$ cat src/rtl/mem_port_arbiter_if.sv
// mem_port_arbiter_if
// Bundles the two requester ports, the shared response signals and the
// memory-side strobes of the two-port memory arbiter.
//   Requester side : req0/req1, we0/we1, addr0/addr1, wdata0/wdata1 (to arbiter)
//                    ack0/ack1, rdata, gnt, busy (from arbiter)
//   Memory side    : mem_read, mem_write, mem_addr, mem_wdata (from arbiter)
//                    mem_rdata (to arbiter)
// Modports: slave = arbiter view, master = requesters plus memory model view.
interface mem_port_arbiter_if #(
    parameter int size    = 8,
    parameter int memsize = 7
);
    logic               req0;
    logic               req1;
    logic               we0;
    logic               we1;
    logic [memsize-1:0] addr0;
    logic [memsize-1:0] addr1;
    logic [size-1:0]    wdata0;
    logic [size-1:0]    wdata1;
    logic               ack0;
    logic               ack1;
    logic [size-1:0]    rdata;
    logic [1:0]         gnt;
    logic               busy;
    logic               mem_read;
    logic               mem_write;
    logic [memsize-1:0] mem_addr;
    logic [size-1:0]    mem_wdata;
    logic [size-1:0]    mem_rdata;

    modport slave (
        input  req0, req1, we0, we1, addr0, addr1, wdata0, wdata1, mem_rdata,
        output ack0, ack1, rdata, gnt, busy, mem_read, mem_write, mem_addr, mem_wdata
    );

    modport master (
        output req0, req1, we0, we1, addr0, addr1, wdata0, wdata1, mem_rdata,
        input  ack0, ack1, rdata, gnt, busy, mem_read, mem_write, mem_addr, mem_wdata
    );
endinterface

$ cat src/rtl/mem_port_arbiter.sv
// mem_port_arbiter
// Round-robin arbiter granting one of two requesters access to a single
// memory port. One transaction at a time: IDLE -> ACCESS -> (WAIT) -> RESP.
// Writes take IDLE/ACCESS/RESP, reads add a WAIT cycle to capture mem_rdata.
// All outputs are registered; they are decoded from the next state so that
// each output is aligned with the state it belongs to.
// Ports:
//   clk  - rising-edge clock
//   rst  - asynchronous active-low reset
//   arb  - mem_port_arbiter_if slave modport (requesters and memory)
module mem_port_arbiter #(
    parameter int size    = 8,
    parameter int memsize = 7
) (
    input  logic              clk,
    input  logic              rst,
    mem_port_arbiter_if.slave arb
);

    typedef enum logic [1:0] {
        IDLE   = 2'd0,
        ACCESS = 2'd1,
        WAIT   = 2'd2,
        RESP   = 2'd3
    } state_t;

    state_t             state_r;
    state_t             state_s;
    logic               owner_r;      // 0 = requester 0, 1 = requester 1
    logic               owner_s;
    logic               last_r;       // requester served most recently
    logic               last_s;
    logic               we_r;
    logic               we_s;
    logic [memsize-1:0] addr_r;
    logic [memsize-1:0] addr_s;
    logic [size-1:0]    wdata_r;
    logic [size-1:0]    wdata_s;
    logic [size-1:0]    rdata_r;
    logic [size-1:0]    rdata_s;
    logic [1:0]         gnt_r;
    logic [1:0]         gnt_s;
    logic               ack0_r;
    logic               ack0_s;
    logic               ack1_r;
    logic               ack1_s;
    logic               mem_read_r;
    logic               mem_read_s;
    logic               mem_write_r;
    logic               mem_write_s;
    logic               busy_r;
    logic               busy_s;
    logic               win_s;

    // Winner selection: a lone request wins, a tie goes to the requester not served last
    always_comb begin
        win_s = 1'b0;
        if (arb.req0 && arb.req1) begin
            win_s = ~last_r;
        end else begin
            win_s = arb.req1;
        end
    end

    // Next-state decode plus next values of every registered output
    always_comb begin
        state_s     = state_r;
        owner_s     = owner_r;
        last_s      = last_r;
        we_s        = we_r;
        addr_s      = addr_r;
        wdata_s     = wdata_r;
        rdata_s     = rdata_r;
        gnt_s       = gnt_r;
        ack0_s      = 1'b0;
        ack1_s      = 1'b0;
        mem_read_s  = 1'b0;
        mem_write_s = 1'b0;
        busy_s      = busy_r;
        case (state_r)
            IDLE: begin
                if (arb.req0 || arb.req1) begin
                    owner_s = win_s;
                    if (win_s) begin
                        we_s    = arb.we1;
                        addr_s  = arb.addr1;
                        wdata_s = arb.wdata1;
                        gnt_s   = 2'b10;
                    end else begin
                        we_s    = arb.we0;
                        addr_s  = arb.addr0;
                        wdata_s = arb.wdata0;
                        gnt_s   = 2'b01;
                    end
                    // Strobes belong to ACCESS, which is the state being entered
                    mem_write_s = we_s;
                    mem_read_s  = ~we_s;
                    busy_s      = 1'b1;
                    state_s     = ACCESS;
                end else begin
                    gnt_s  = 2'b00;
                    busy_s = 1'b0;
                end
            end
            ACCESS: begin
                busy_s = 1'b1;
                if (we_r) begin
                    // Entering RESP: raise the owner's ack for that one cycle
                    ack0_s  = ~owner_r;
                    ack1_s  = owner_r;
                    state_s = RESP;
                end else begin
                    state_s = WAIT;
                end
            end
            WAIT: begin
                // Memory answers one cycle after mem_read, i.e. during WAIT
                rdata_s = arb.mem_rdata;
                ack0_s  = ~owner_r;
                ack1_s  = owner_r;
                busy_s  = 1'b1;
                state_s = RESP;
            end
            RESP: begin
                last_s  = owner_r;
                gnt_s   = 2'b00;
                busy_s  = 1'b0;
                state_s = IDLE;
            end
            default: begin
                gnt_s   = 2'b00;
                busy_s  = 1'b0;
                state_s = IDLE;
            end
        endcase
    end

    // State, captured request and output registers; reset aborts any transaction
    always_ff @(posedge clk or negedge rst) begin
        if (!rst) begin
            state_r     <= IDLE;
            owner_r     <= 1'b0;
            last_r      <= 1'b1;
            we_r        <= 1'b0;
            addr_r      <= '0;
            wdata_r     <= '0;
            rdata_r     <= '0;
            gnt_r       <= 2'b00;
            ack0_r      <= 1'b0;
            ack1_r      <= 1'b0;
            mem_read_r  <= 1'b0;
            mem_write_r <= 1'b0;
            busy_r      <= 1'b0;
        end else begin
            state_r     <= state_s;
            owner_r     <= owner_s;
            last_r      <= last_s;
            we_r        <= we_s;
            addr_r      <= addr_s;
            wdata_r     <= wdata_s;
            rdata_r     <= rdata_s;
            gnt_r       <= gnt_s;
            ack0_r      <= ack0_s;
            ack1_r      <= ack1_s;
            mem_read_r  <= mem_read_s;
            mem_write_r <= mem_write_s;
            busy_r      <= busy_s;
        end
    end

    assign arb.gnt       = gnt_r;
    assign arb.ack0      = ack0_r;
    assign arb.ack1      = ack1_r;
    assign arb.rdata     = rdata_r;
    assign arb.busy      = busy_r;
    assign arb.mem_read  = mem_read_r;
    assign arb.mem_write = mem_write_r;
    assign arb.mem_addr  = addr_r;
    assign arb.mem_wdata = wdata_r;

endmodule

$ cat src/flat_wrapper.sv
// flat-port wrapper written by rule: the top's interface ports become plain ports
module mem_port_arbiter_flat 
#(
    parameter int size    = 8,
    parameter int memsize = 7
)
  (clk, rst, arb_req0, arb_req1, arb_we0, arb_we1, arb_addr0, arb_addr1, arb_wdata0, arb_wdata1, arb_mem_rdata, arb_ack0, arb_ack1, arb_rdata, arb_gnt, arb_busy, arb_mem_read, arb_mem_write, arb_mem_addr, arb_mem_wdata);
  mem_port_arbiter_if #(.size(size), .memsize(memsize)) arb_i ();
  input  logic clk;
  input  logic rst;
  input wire logic [$bits(arb_i.req0)-1:0] arb_req0;
  input wire logic [$bits(arb_i.req1)-1:0] arb_req1;
  input wire logic [$bits(arb_i.we0)-1:0] arb_we0;
  input wire logic [$bits(arb_i.we1)-1:0] arb_we1;
  input wire logic [$bits(arb_i.addr0)-1:0] arb_addr0;
  input wire logic [$bits(arb_i.addr1)-1:0] arb_addr1;
  input wire logic [$bits(arb_i.wdata0)-1:0] arb_wdata0;
  input wire logic [$bits(arb_i.wdata1)-1:0] arb_wdata1;
  input wire logic [$bits(arb_i.mem_rdata)-1:0] arb_mem_rdata;
  output wire logic [$bits(arb_i.ack0)-1:0] arb_ack0;
  output wire logic [$bits(arb_i.ack1)-1:0] arb_ack1;
  output wire logic [$bits(arb_i.rdata)-1:0] arb_rdata;
  output wire logic [$bits(arb_i.gnt)-1:0] arb_gnt;
  output wire logic [$bits(arb_i.busy)-1:0] arb_busy;
  output wire logic [$bits(arb_i.mem_read)-1:0] arb_mem_read;
  output wire logic [$bits(arb_i.mem_write)-1:0] arb_mem_write;
  output wire logic [$bits(arb_i.mem_addr)-1:0] arb_mem_addr;
  output wire logic [$bits(arb_i.mem_wdata)-1:0] arb_mem_wdata;
  assign arb_i.req0 = arb_req0;
  assign arb_i.req1 = arb_req1;
  assign arb_i.we0 = arb_we0;
  assign arb_i.we1 = arb_we1;
  assign arb_i.addr0 = arb_addr0;
  assign arb_i.addr1 = arb_addr1;
  assign arb_i.wdata0 = arb_wdata0;
  assign arb_i.wdata1 = arb_wdata1;
  assign arb_i.mem_rdata = arb_mem_rdata;
  assign arb_ack0 = arb_i.ack0;
  assign arb_ack1 = arb_i.ack1;
  assign arb_rdata = arb_i.rdata;
  assign arb_gnt = arb_i.gnt;
  assign arb_busy = arb_i.busy;
  assign arb_mem_read = arb_i.mem_read;
  assign arb_mem_write = arb_i.mem_write;
  assign arb_mem_addr = arb_i.mem_addr;
  assign arb_mem_wdata = arb_i.mem_wdata;
  mem_port_arbiter #(.size(size), .memsize(memsize)) u_core (.clk(clk), .rst(rst), .arb(arb_i));
endmodule
$ cat config.mk
export PLATFORM = sky130hd
export DESIGN_NAME = mem_port_arbiter_flat
export DESIGN_NICKNAME = d
export VERILOG_FILES = /design/src/rtl/mem_port_arbiter_if.sv /design/src/rtl/mem_port_arbiter.sv /design/src/flat_wrapper.sv
export SDC_FILE = /design/constraint.sdc
export NUM_CORES = 1
export LEC_CHECK = 0
export CAP_MARGIN = 40
export CORE_UTILIZATION = 40
export CTS_CLUSTER_DIAMETER = 120
export DETAILED_ROUTE_END_ITERATION = 8
export MAX_ROUTING_LAYER = met4
export PLACE_DENSITY_LB_ADDON = 0.25
export RECOVER_POWER = 25
export SLEW_MARGIN = 20
export SYNTH_ARGS = -nofsm -noshare
export SYNTH_HDL_FRONTEND = slang
export SYNTH_SLANG_ARGS = --single-unit
$ cat constraint.sdc
create_clock -name clk -period 2.6 [get_ports clk]
set_input_delay 0.65 -clock clk [delete_from_list [all_inputs] [get_ports clk]]
set_output_delay 0.65 -clock clk [all_outputs]
set_load 0.02 [all_outputs]
==> results.sh, run 1 <==
export IMPL_cpPeakStageDelay_ns=0.58
export IMPL_path_max_fanout=10
export IMPL_rsz0062_at_grt="no"
export IMPL_worstSetupPathType="input pin to flop"
export IMPL_required_ns=2.81
export IMPL_gp_congestion=0.765
export IMPL_dp_hpwl_mm=2.87
export IMPL_synth_area_leaders="dfrtp_1 55%, a21oi_1 11%, mux2_2 6.5%"
export IMPL_hold_viol=0
export IMPL_final_cell_mix="72 x clkdlybuf4s50_1, 34 x a21oi_1, 34 x dfrtp_1"
export IMPL_min_period_ns=1.90
export IMPL_die_area_um2=4140
export IMPL_cts_buffers=5
export IMPL_ioPinCount=74
export IMPL_cp_cell_sequence="clkdlybuf4s50_1 -> a21boi_2 -> buf_4 -> a21oi_1 -> a21oi_1"
export IMPL_synth_top_area_cell="dfrtp_1"
export IMPL_clock_path_buffers=2
export IMPL_drt_pass1_iter_count=4
export IMPL_ys_warn_count=0
export IMPL_synth_top_cell_area_share_pct=54.8
export IMPL_initial_core_util_pct=42.1
export IMPL_path_buf_inv=2
export IMPL_startpoint_type="input pin"
export IMPL_clk_latency_ns=0.28
export IMPL_diodes=0
export IMPL_wl_per_cell_um=13.9
export IMPL_yosysSeqAreaShare_pct=56.4
export IMPL_avgSynthCellArea_um2=10.6
export IMPL_synth_cells=146
export IMPL_grt_pass1_vias=1351
export IMPL_utilization_pct=65.0
export IMPL_powerDensity_nw_per_um2=1180
export IMPL_antenna_left=0
export IMPL_syn2layout_area_growth_pct=54.3
export IMPL_skew_ns=0.00870
export IMPL_finalCritPeriodShare_pct=73.2
export IMPL_leakagePower_nw=1.02
export IMPL_die_y_um=64.3
export IMPL_finalWirelength_mm=3.76
export IMPL_max_cap_violations=0
export IMPL_grt_usage_pct=20.5
export IMPL_ctsHoldBuffers=0
export IMPL_tightest_slew_ns=0.844
export IMPL_cts_sinks=35
export IMPL_cts_tree="done"
export IMPL_cts_resized=0
export IMPL_remaining_drc_errors=0
export IMPL_drive_above_1_share_pct=10.8
export IMPL_vias=1395
export IMPL_htreeDepth=2
export IMPL_crit_top_cell="a21oi_1"
export IMPL_synth_area_um2=1550
export IMPL_max_slew_margin_pct=43.8
export IMPL_vias_per_cell=5.15
export IMPL_worst_setup_path_end_kind="flop"
export IMPL_finalNetCount=272
export IMPL_mostFrequentLayoutCell="clkdlybuf4s50_1"
export IMPL_nFillCells=302
export IMPL_antenna_found_initial=0
export IMPL_ys_ff_latch=35
export IMPL_coreArea_um2=3690
export IMPL_port_buffers=73
export IMPL_fmax_ghz=0.525
export IMPL_overflow=0
export IMPL_ir_drop_mv=0.586
export IMPL_cts_setup_buffers=0
export IMPL_root_buffer="clkbuf_8"
export IMPL_fp_row_count=22
export IMPL_grt_max_degree=36
export IMPL_slew_violations=0
export IMPL_synthDistinctLibCells=26
export IMPL_cp_slowest_cell="clkdlybuf4s50_1"
export IMPL_hold_path_class="flop to flop"
export IMPL_clkSlewWorstSetupHoldPaths_ns=0.07
export IMPL_setup_viol=0
export IMPL_drtIter0Drc=55
export IMPL_status="finished clean"
export IMPL_synth_nets=196
export IMPL_die_w_um=64.3
export IMPL_crit_arrival_ns=2.11
export IMPL_fin_setup_tns_ns=0
export IMPL_grt_pass1_wl_mm=6.13
export IMPL_cp_top_family="buffers and inverters"
==> cell families (layout without fill, tap and decap cells) <==
logic type	Yosys count	after routing	synth area share (%)
AOI/OAI and AO/OA	44	44	16.4
muxes	10	10	7.41
adders and majority gates	6	6	4.83
DFF	35	35	56.4
buffers and inverters	10	87	3.95
and+or+nand+nor	41	41	11.0
==> synthesized netlist by cell type <==
master	number
a21oi_1	34
dfrtp_1	34
nor2_1	19
nand2_1	18
mux2_2	9
ha_1	6
buf_2	4
buf_6	2
inv_1	2
o21ai_0	2
a211oi_1	1
a21bo_1	1
a21boi_2	1
a22o_1	1
and2_1	1
and3b_1	1
buf_4	1
clkbuf_1	1
dfstp_2	1
mux2i_2	1
nor3b_1	1
o21a_1	1
o21ai_2	1
o31ai_2	1
o41ai_1	1
or3b_2	1
==> report_power, final <==
part	internal (mW)	switching [mW]	total, mW	leakage (nW)
registers	0.816	0.149	0.964	0.408
logic	0.734	0.768	1.50	0.577
clock network	0.190	0.176	0.366	0.0395
==> metrics by stage <==
step | instances | area (um^2) | worst slack [ns] | total power, mW | hold slack (ns)
2_1_floorplan | 146 | 1550 | 1.08 | 1.83 | 0.354
3_3_place_gp | 263 | 2320 | 0.483 | 2.43 | 0.468
3_5_place_dp | 263 | 2320 | 0.423 | 2.49 | 0.484
4_1_cts | 271 | 2400 | 0.681 | 2.86 | 0.500
5_1_grt | 271 | 2400 | 0.570 | 3.03 | 0.520
6_report | 271 | 2400 | 0.696 | 2.83 | 0.496
==> path summary, 6_finish.rpt <==
path	cells past startpoint	end	from	slack [ns]
min in group asynchronous	2	u_core.arb.rdata[0]	rst	1.00
worst max register to register	5	u_core.arb.mem_addr[1]	u_core.state_r[0]	0.83
worst min-delay path	2	u_core.arb.gnt[0]	u_core.arb.gnt[0]	0.50
worst min register to register	2	u_core.arb.gnt[0]	u_core.arb.gnt[0]	0.50
max in group asynchronous	2	u_core.arb.mem_addr[6]	rst	1.07
worst max-delay path	5	u_core.arb.mem_wdata[2]	arb_req1	0.70
==> cell type report <==
cell class / instances / area (um^2) / area share (%)
clock buffer: 8 / 80.1 / 3.34
inverter: 2 / 7.51 / 0.313
multi-input combinational: 101 / 616 / 25.7
sequential: 35 / 877 / 36.6
tap: 48 / 60.1 / 2.50
timing repair buffer: 77 / 758 / 31.6
==> layer usage <==
layer  share of wire [%]  track usage, %  up-vias
li1                    -               -      647
met1                  41            22.6      696
met2                  50            33.7       47
met3                 6.8            7.32        5
met4                 1.8            8.06        0
met5                   0               -        -
==> worst register-to-register path, stage by stage, from the launching register on <==
cell and delay (ns):
dfrtp_1 0.43, inv_1 0.16, ha_1 0.31, o21a_1 0.57
nor2_1 0.10, a21oi_1 0.13
==> sequential cells by signal (all words and copies together), names as in the netlist <==
signal,count
u_core.arb.ack1,1
u_core.owner_r,1
u_core.arb.ack0,1
u_core.state_r,2
u_core.arb.busy,1
u_core.arb.mem_read,1
u_core.arb.mem_wdata,8
u_core.arb.mem_addr,7
u_core.arb.mem_write,1
u_core.arb.rdata,8
u_core.we_r,1
u_core.arb.gnt,2
u_core.last_r,1
No activity file was read; power rests on OpenSTA's default activity.
==> run 2: changes to the inputs <==
Settings changed: CORE_UTILIZATION 40 to 36.
Clock period 2.6 ns to 1.65 ns, I/O delays scaled along.
==> run 2 against run 1 <==
Clock-buffer cell count decreased by 3; critical path depth unchanged; global-route usage is 0.56 points lower; first-iteration DRC count increased by 78%; clock skew is 0.00075 ns lower; cell area up 4.5%; setup slack got worse by 0.56 ns; combinational power grew 49%; worst hold slack worse by 0.15 ns; critical path type is now flop to flop; die area grew 11%; highest routed layer unchanged; sequential share of layout area decreased by 1.6 points.
==> results.sh, run 2 (synthesized netlist as in run 1, its figures left out) <==
export IMPL_crit_path_start="u_core.state_r[1]"
export IMPL_final_cell_count_no_fill=282
export IMPL_syn2layout_area_growth_pct=61.4
export IMPL_finalPower_mw=4.65
export IMPL_path_max_fanout=5
export IMPL_die_y_um=67.7
export IMPL_worst_setup_path_end_kind="flop"
export IMPL_overflow=0
export IMPL_r2r_end="u_core.state_r[0]"
export IMPL_startpoint_type="flop"
export IMPL_initial_core_util_pct=38.0
export IMPL_cts_tree="done"
export IMPL_required_ns=1.82
export IMPL_grt_pass1_vias=1279
export IMPL_clkSlewWorstSetupHoldPaths_ns=0.08
export IMPL_grt_usage_pct=19.9
export IMPL_nFillCells=353
export IMPL_gp_congestion=0.735
export IMPL_holdWs_ns=0.350
export IMPL_postLayoutCellArea_um2=2510
export IMPL_vias_per_cell=4.76
export IMPL_dp_hpwl_mm=2.81
export IMPL_slew_violations=0
export IMPL_coreArea_um2=4090
export IMPL_die_area_um2=4580
export IMPL_r2r_slack_ns=0.13
export IMPL_drtIter0Drc=98
export IMPL_remaining_drc_errors=0
export IMPL_ff_latch_area_um2=877
export IMPL_mostFrequentLayoutCell="clkdlybuf4s50_1"
export IMPL_tightest_slew_ns=1.21
export IMPL_utilization_pct=61.4
export IMPL_min_period_ns=1.52
export IMPL_ioPinCount=74
export IMPL_r2r_start="u_core.state_r[1]"
export IMPL_drt_pass1_iter_count=4
export IMPL_setup_viol=0
export IMPL_cts_sinks=35
export IMPL_grt_max_degree=24
export IMPL_rsz0062_at_grt="no"
export IMPL_final_cell_mix="42 x clkdlybuf4s50_1, 34 x a21oi_1, 34 x dfrtp_1"
export IMPL_status="finished clean"
export IMPL_hold_path_class="input pin to async pin"
export IMPL_placed_area_um2=2400
export IMPL_vias=1343
export IMPL_hold_viol=0
export IMPL_htreeDepth=2
export IMPL_max_cap_violations=0
export IMPL_dp_cells=274
export IMPL_finalWirelength_mm=3.75
export IMPL_finalCritPeriodShare_pct=92.0
export IMPL_grt_pass1_wl_mm=6.22
export IMPL_cts_buffers=5
export IMPL_die_w_um=67.7
export IMPL_worstSetupPathType="flop to flop"
export IMPL_skew_ns=0.00794
export IMPL_antenna_found_initial=0
export IMPL_diodes=0
export IMPL_fmax_ghz=0.659
export IMPL_fp_row_count=23
export IMPL_antenna_left=0
export IMPL_max_slew_margin_pct=19.5
export IMPL_clk_latency_ns=0.29
export IMPL_powerDensity_nw_per_um2=1860
export IMPL_clock_path_buffers=2
export IMPL_crit_arrival_ns=1.69
export IMPL_wl_per_cell_um=13.3
export IMPL_drive_above_1_share_pct=15.5
export IMPL_multi_input_area_um2=616
export IMPL_port_buffers=73
export IMPL_worst_r2r_cell_count=5
export IMPL_root_buffer="clkbuf_8"
export IMPL_finalNetCount=281
export IMPL_leakagePower_nw=1.17
export IMPL_ir_drop_mv=0.784
-- run 2: cell count changes in the layout (fill, tap and decap cells not counted), sizes merged --
cell / previous run / this run
dlygate4sd2: 0 / 26
dlymetal6s2s: 0 / 4
dlygate4sd3: 1 / 0
clkbuf: 9 / 7
buf: 3 / 12
clkinvlp: 0 / 1
bufinv: 0 / 2
clkdlybuf4s50: 72 / 42
-- run 2: stage by stage --
step                      setup TNS [ns]  worst slack, ns
after global placement            -0.909          -0.0742
after detailed placement           -1.39           -0.103
final                                  0            0.133
after CTS                              0          0.00293
after global routing                   0          0.00136
after floorplan                        0            0.137
-- run 2: report_power, final --
part	total, mW	internal, mW	switching, mW
logic	2.23	1.01	1.22
clock network	0.913	0.602	0.311
registers	1.50	1.28	0.220
total	4.65	2.90	1.75
-- run 2: routing by layer --
metal  GRT usage [%]  part of all wire (%)
met2            26.9                    47
met3            4.56                   4.5
met1            27.2                    46
met4            11.2                   2.3
met5               -                     0
-- run 2: critical path, stage by stage (launching register included) --
cell and delay [ns]:
dfrtp_1 0.41, inv_1 0.16, ha_1 0.19, or3b_2 0.48, o21ai_0 0.09, a21oi_1 0.09
-- run 2: final cells by class --
cell class	instances	area share, %
clock inverter	3	2.69
inverter	2	0.299
tap	50	2.50
multi-input combinational	101	24.6
timing repair buffer	86	32.2
sequential	35	35.0
clock buffer	5	2.74
-- run 2: worst max path at each step --
stage                     slack [ns]                end
after floorplan                 0.14  u_core.state_r[0]
after global placement         -0.07  u_core.state_r[0]
after detailed placement       -0.10  u_core.state_r[0]
after CTS                      0.003       arb_rdata[3]
after global routing           0.001  u_core.state_r[0]
final                           0.13  u_core.state_r[0]
-- run 2: timing repair --
item                       CTS  global route
hold buffers                 0             0
buffers inserted             0             0
gates resized for setup     26             5
setup endpoints to repair   26             5
hold endpoints to repair     0             0
